File: src/rtl/cosine_share_arbiter.sv
// ---------------------------------------------------------------------------
// cosine_share_arbiter
//
// Shares one iterative cosine engine among N requesters with round-robin
// arbitration. On a grant, the block latches the winner's operands, pulses
// the engine start, and waits for a rising edge of the engine ready flag.
// It then returns the result to that requester with a one-cycle done pulse.
// A watchdog aborts a hung engine operation after TIMEOUT cycles and reports
// it on err.
//
// Ports
//   clk        system clock, all logic on the rising edge
//   rst        synchronous active-high reset
//   req        per-requester level request, held until the matching done
//   x_in       operand x per requester, requester i at [16i+15:16i]
//   y_in       operand y per requester, requester i at [8i+7:8i]
//   done       one-cycle completion pulse to the served requester
//   err        valid with done: 1 = operation aborted by the watchdog
//   res_out    result for the requester pulsed on done, held until next one
//   busy       high whenever the arbiter is not idle
//   grant_id   index of the requester currently being served
//   eng_start  one-cycle start pulse to the engine
//   eng_x      latched x operand to the engine
//   eng_y      latched y operand to the engine
//   eng_result engine result
//   eng_ready  engine completion flag (level or pulse)
// ---------------------------------------------------------------------------
module cosine_share_arbiter #(
    parameter int N       = 4,
    parameter int TIMEOUT = 1023
) (
    input  logic                 clk,
    input  logic                 rst,
    input  logic [N-1:0]         req,
    input  logic [16*N-1:0]      x_in,
    input  logic [8*N-1:0]       y_in,
    output logic [N-1:0]         done,
    output logic                 err,
    output logic [15:0]          res_out,
    output logic                 busy,
    output logic [$clog2(N)-1:0] grant_id,
    output logic                 eng_start,
    output logic [15:0]          eng_x,
    output logic [7:0]           eng_y,
    input  logic [15:0]          eng_result,
    input  logic                 eng_ready
);

    localparam int IW = $clog2(N);
    localparam int CW = $clog2(TIMEOUT + 1);

    typedef enum logic [1:0] {
        S_IDLE,
        S_LAUNCH,
        S_WAIT,
        S_DELIVER
    } state_t;

    state_t        r_state;
    state_t        w_next;
    logic [IW-1:0] r_last;
    logic [IW-1:0] r_grant;
    logic [15:0]   r_x;
    logic [7:0]    r_y;
    logic [15:0]   r_res;
    logic          r_err;
    logic [CW-1:0] r_wdog;
    logic          r_rdy_q;
    logic          r_rdy_qq;
    logic [15:0]   r_result_q;

    logic          w_found;
    logic [IW-1:0] w_winner;
    logic [IW-1:0] w_idx;
    logic          w_complete;
    logic          w_timeout;

    // Round-robin search starting one past the last winner. The loop runs
    // from the farthest candidate to the nearest so the nearest set request
    // is the one that sticks.
    // NOTE: every signal written in an always_comb gets a default first, so
    // no path leaves it unassigned and no latch is inferred.
    always_comb begin
        w_found  = 1'b0;
        w_winner = '0;
        w_idx    = '0;
        for (int k = N; k >= 1; k--) begin
            w_idx = IW'((int'(r_last) + k) % N);
            if (req[w_idx]) begin
                w_found  = 1'b1;
                w_winner = w_idx;
            end
        end
    end

    // Completion is a rising edge seen on the registered ready samples, so a
    // ready left high by a previous job is never mistaken for a new one.
    assign w_complete = r_rdy_q & ~r_rdy_qq;
    assign w_timeout  = (r_wdog == CW'(TIMEOUT));

    always_comb begin
        w_next = r_state;
        unique case (r_state)
            S_IDLE:    if (w_found) w_next = S_LAUNCH;
            S_LAUNCH:  w_next = S_WAIT;
            S_WAIT:    if (w_complete || w_timeout) w_next = S_DELIVER;
            S_DELIVER: w_next = S_IDLE;
            default:   w_next = S_IDLE;
        endcase
    end

    always_comb begin
        done = '0;
        if (r_state == S_DELIVER) done[r_grant] = 1'b1;
    end

    assign eng_start = (r_state == S_LAUNCH);
    assign busy      = (r_state != S_IDLE);
    assign grant_id  = r_grant;
    assign eng_x     = r_x;
    assign eng_y     = r_y;
    assign res_out   = r_res;
    assign err       = r_err;

    // NOTE: state is written with non-blocking assignments so every register
    // in this block samples pre-edge values, independent of statement order.
    always_ff @(posedge clk) begin
        // NOTE: the result sample is plain datapath that is only consumed
        // after a qualified ready edge, so it carries no reset.
        r_result_q <= eng_result;
        r_rdy_q    <= eng_ready;
        r_rdy_qq   <= r_rdy_q;
        if (rst) begin
            r_state  <= S_IDLE;
            r_last   <= IW'(N - 1);
            r_grant  <= '0;
            r_x      <= '0;
            r_y      <= '0;
            r_res    <= '0;
            r_err    <= 1'b0;
            r_wdog   <= '0;
            // Preload both samples so a ready already high at reset does not
            // look like a fresh edge.
            r_rdy_q  <= eng_ready;
            r_rdy_qq <= eng_ready;
        end else begin
            r_state <= w_next;
            unique case (r_state)
                S_IDLE: begin
                    if (w_found) begin
                        r_grant <= w_winner;
                        r_last  <= w_winner;
                        r_x     <= x_in[16*int'(w_winner) +: 16];
                        r_y     <= y_in[8*int'(w_winner) +: 8];
                    end
                end
                S_LAUNCH: begin
                    r_wdog <= '0;
                end
                S_WAIT: begin
                    if (w_complete) begin
                        r_res <= r_result_q;
                        r_err <= 1'b0;
                    end else if (w_timeout) begin
                        r_res <= '0;
                        r_err <= 1'b1;
                    end else begin
                        r_wdog <= r_wdog + CW'(1);
                    end
                end
                default: ;
            endcase
        end
    end

endmodule

File: config.mk
export PLATFORM = sky130hd
export DESIGN_NAME = cosine_share_arbiter
export DESIGN_NICKNAME = d
export VERILOG_FILES = /design/src/rtl/cosine_share_arbiter.sv
export SDC_FILE = /design/constraint.sdc
export NUM_CORES = 1
export LEC_CHECK = 0
export CAP_MARGIN = 20
export CORE_MARGIN = 2
export CORE_UTILIZATION = 36
export DETAILED_ROUTE_END_ITERATION = 16
export HOLD_SLACK_MARGIN = 0.06
export PLACE_DENSITY = 0.76
export SLEW_MARGIN = 0
export SYNTH_ARGS = -nofsm -noshare
export SYNTH_HDL_FRONTEND = slang
export SYNTH_SLANG_ARGS = --single-unit
export TNS_END_PERCENT = 30
File: constraint.sdc
create_clock -name clk -period 2 [get_ports clk]
set_clock_uncertainty 0.05 [all_clocks]
set_input_delay 0.4 -clock clk [delete_from_list [all_inputs] [get_ports clk]]
set_output_delay 0.4 -clock clk [all_outputs]
set_load 0.005 [all_outputs]
==> qor.csv <==
metric,value,unit
grt_setup_unrepaired,no,
floorplan.io_pins,168,
design_area,5690,um2
grt_util_all_layers,19.1,%
cell_area_after_synthesis,3380,um2
dominantRegCellSynth,sky130_fd_sc_hd__dfxtp_1,
area.growth.synth_to_final,68.3,%
timing_worst_setup_path_type,reg -> out,
ff2ff_path_depth,7,
synth_compound_gate_area_share,20.9,%
worstHoldStart,eng_y[0]$_SDFFE_PP0P_,
path_delay_family,buffers and inverters,
post_synth_main_area_contributors,"sky130_fd_sc_hd__dfxtp_1 (44%), sky130_fd_sc_hd__mux2i_1 (15%), sky130_fd_sc_hd__o221ai_2 (8.9%), sky130_fd_sc_hd__nand2_1 (3.8%), sky130_fd_sc_hd__a22oi_1 (3.6%)",
cts_max_level,3,
synth_largest_area_cell,sky130_fd_sc_hd__dfxtp_1,
portBuffers,167,
post_synth_xor_area_fraction,0,%
dp_hpwl,7830,um
core_area,9200,um2
die_width,101,um
viasPerCell,5.15,
hold_path_class,reg -> reg,
crit_path_max_fanout,4,
gr-total-overflow,0,
nets,643,
yosys.cell_count.top_type,sky130_fd_sc_hd__dfxtp_1,
yosysSeqAreaShare,44.4,%
setup_viol,0,
crit_arrival,1500,ps
worst_setup_path_end_kind,primary output,
grt_first_pass_wirelength,15700,um
worstHoldEndpoint,eng_y[0]$_SDFFE_PP0P_,
syn_inst,328,
insertedDiodeCount,0,
cts_hold_buf,0,
achievable-frequency,0.514,GHz
critPathMaxStageDelay,500,ps
yosys_register_bits,75,
place.gp.congestion,0.782,
critPathLaunch,r_state[0]$_SDFFE_PP0P_,
placedInstanceArea,5390,um2
post_layout_minimum_cycle_time,1950,ps
post_route_cells_drive_above_1_share,16.0,%
netlist_top_cells_count,"sky130_fd_sc_hd__dfxtp_1 (75), sky130_fd_sc_hd__mux2i_1 (49), sky130_fd_sc_hd__nand2_1 (34), sky130_fd_sc_hd__nor2_1 (25), sky130_fd_sc_hd__o221ai_2 (20)",
vias,3270,
totalNegativeSetupSlack,0,ps
drc_errors,0,
crit_path_cell_trace,ha_4 > and3_1 > clkdlybuf4s50_1,
tightestPinTransition,316,ps
netlist.area_leader.share,44.4,%
grt_max_degree,31,
slew-limit-headroom,78.7,%
ctsLongestPathBuffers,2,
crit_slowest_cell,sky130_fd_sc_hd__clkdlybuf4s50_1,
worstReg2RegStart,r_state[0]$_SDFFE_PP0P_,
post_synth_mux_area_share,14.8,%
final.period_utilization,97.3,%
cts.clk_slew.worst_paths,80,ps
synth.distinct_cells,51,
critical_path_required,1550,ps
simple_gate_share_of_the_synthesized_area,14.2,%
detail_route.wirelength,10100,um
largest_family_of_logic_cells_by_synthesized_area,compound AO/OA/AOI/OAI gates,
die-area,10200,um2
yosysWarningCount,0,
start_util,36.8,%
cp-start-kind,register,
power_leakage,0.00231,uW
clk_root_buffer_cell,sky130_fd_sc_hd__clkbuf_8,
cts_tree,done,
async_reset_ff_share,0,%
grt_antenna_before_repair,0,
final_hold_viol_count,0,
std_cell_rows,35,
ir_drop,0.000437,V
regToRegSetupSlack,120,ps
max_slew_violation_count,0,
clock_buffer_count_from_cts,9,
clk_latency,330,ps
synth_enable_flop_cells,0,
detail-route-antenna-nets,0,
cap_violations,0,
finalCoreUtilization,61.9,%
synth_nets,452,
tritoncts_num_sinks,75,
crit_buf_inv,1,
holdPathStages,2,
drt_pass1_iterations,4,
cellPowerDensity,1070,nW/um2
wl_per_instance,15.8,um
fp.dieH,101,um
adder_cell_area_share_of_the_yosys_netlist,1.85,%
syn_area_cell,10.3,um2
grt_pass1_vias,3314,
worstReg2RegEnd,eng_y[7]$_SDFFE_PP0P_,
drt_iter0_markers,66,
run_status,"finished, final reports clean",
[worst max path at each step]
stage / end / depth (start not counted) / slack (ps)
after floorplan: res_out[10]$_SDFFE_PP0P_ / 8 / 90
after global placement: eng_y[4]$_SDFFE_PP0P_ / 6 / -350
after detailed placement: eng_y[4]$_SDFFE_PP0P_ / 6 / -420
after CTS: eng_y[7]$_SDFFE_PP0P_ / 6 / 7
after global routing: done[3] / 3 / 10
final: done[3] / 3 / 50
[power breakdown]
group          switching [uW]  internal, uW  total (uW)
clock network             559           834        1390
registers                 209          1810        2020
logic                    1130          1550        2680
[layout by cell type (no fill, tap or decap), drive strengths merged, types with 10 or more instances in the layout]
cell           netlist  routed
o221ai              24      24
a21oi               11      11
a22oi               16      16
clkbuf              10      10
dfxtp               75      75
mux2i               49      49
nor2                25      25
buf                 11      34
nand2               34      34
clkdlybuf4s50        0     160
[state kept, by name, summed over array words and instances, names as in the netlist]
signal	count
r_rdy_q	1
r_wdog	10
r_result_q	16
eng_x	16
eng_y	8
r_last	2
r_rdy_qq	1
r_state	2
err	1
res_out	16
grant_id	2
[through the flow]
stage	std cells	power, uW	hold slack, ps	worst slack [ps]
after floorplan	328	3310	378	92.1
after global placement	617	4610	392	-347
after detailed placement	617	4680	402	-424
after CTS	634	6110	420	7.37
after global routing	635	6460	440	11.9
final	635	6100	419	53.2
[per-layer routing]
layer	GRT usage, %	part of all wire (%)	vias to the layer above
li1	-	-	1611
met1	21.5	40	1534
met2	35.9	52	115
met3	4.02	6.7	10
met4	5.93	1.4	0
met5	0	0	-
[area by class of cell]
type	instances	area, um2
flip-flops and latches	75	1510
inverters	4	15.0
clock buffers	10	128
repair buffers	201	1990
well taps	111	139
multi-input cells	228	1800
fillers	782	3500
clock inverters	6	113
[logic make-up (layout without fill, tap and decap cells)]
group | Yosys count | after routing
mux | 50 | 50
simple gates | 98 | 98
buf+inv | 25 | 221
flops | 75 | 75
compound gates | 75 | 75
fa+ha+maj | 5 | 5
[worst reg2reg max path: stages, from the launching register on]
cell and delay (ps):
sky130_fd_sc_hd__dfxtp_4 370, sky130_fd_sc_hd__inv_2 70, sky130_fd_sc_hd__ha_2 190, sky130_fd_sc_hd__o41ai_2 80, sky130_fd_sc_hd__nor2_1 150, sky130_fd_sc_hd__or4b_4 500
sky130_fd_sc_hd__buf_8 180, sky130_fd_sc_hd__o221ai_1 200
[timing repair]
action,CTS,global route
gates cloned,0,0
endpoints found under the setup margin,22,32
gates resized for setup,11,13
buffers inserted,1,1
hold endpoints to repair,0,0
pin swaps,0,2
Note: power is estimated with default switching activity, not from simulation.
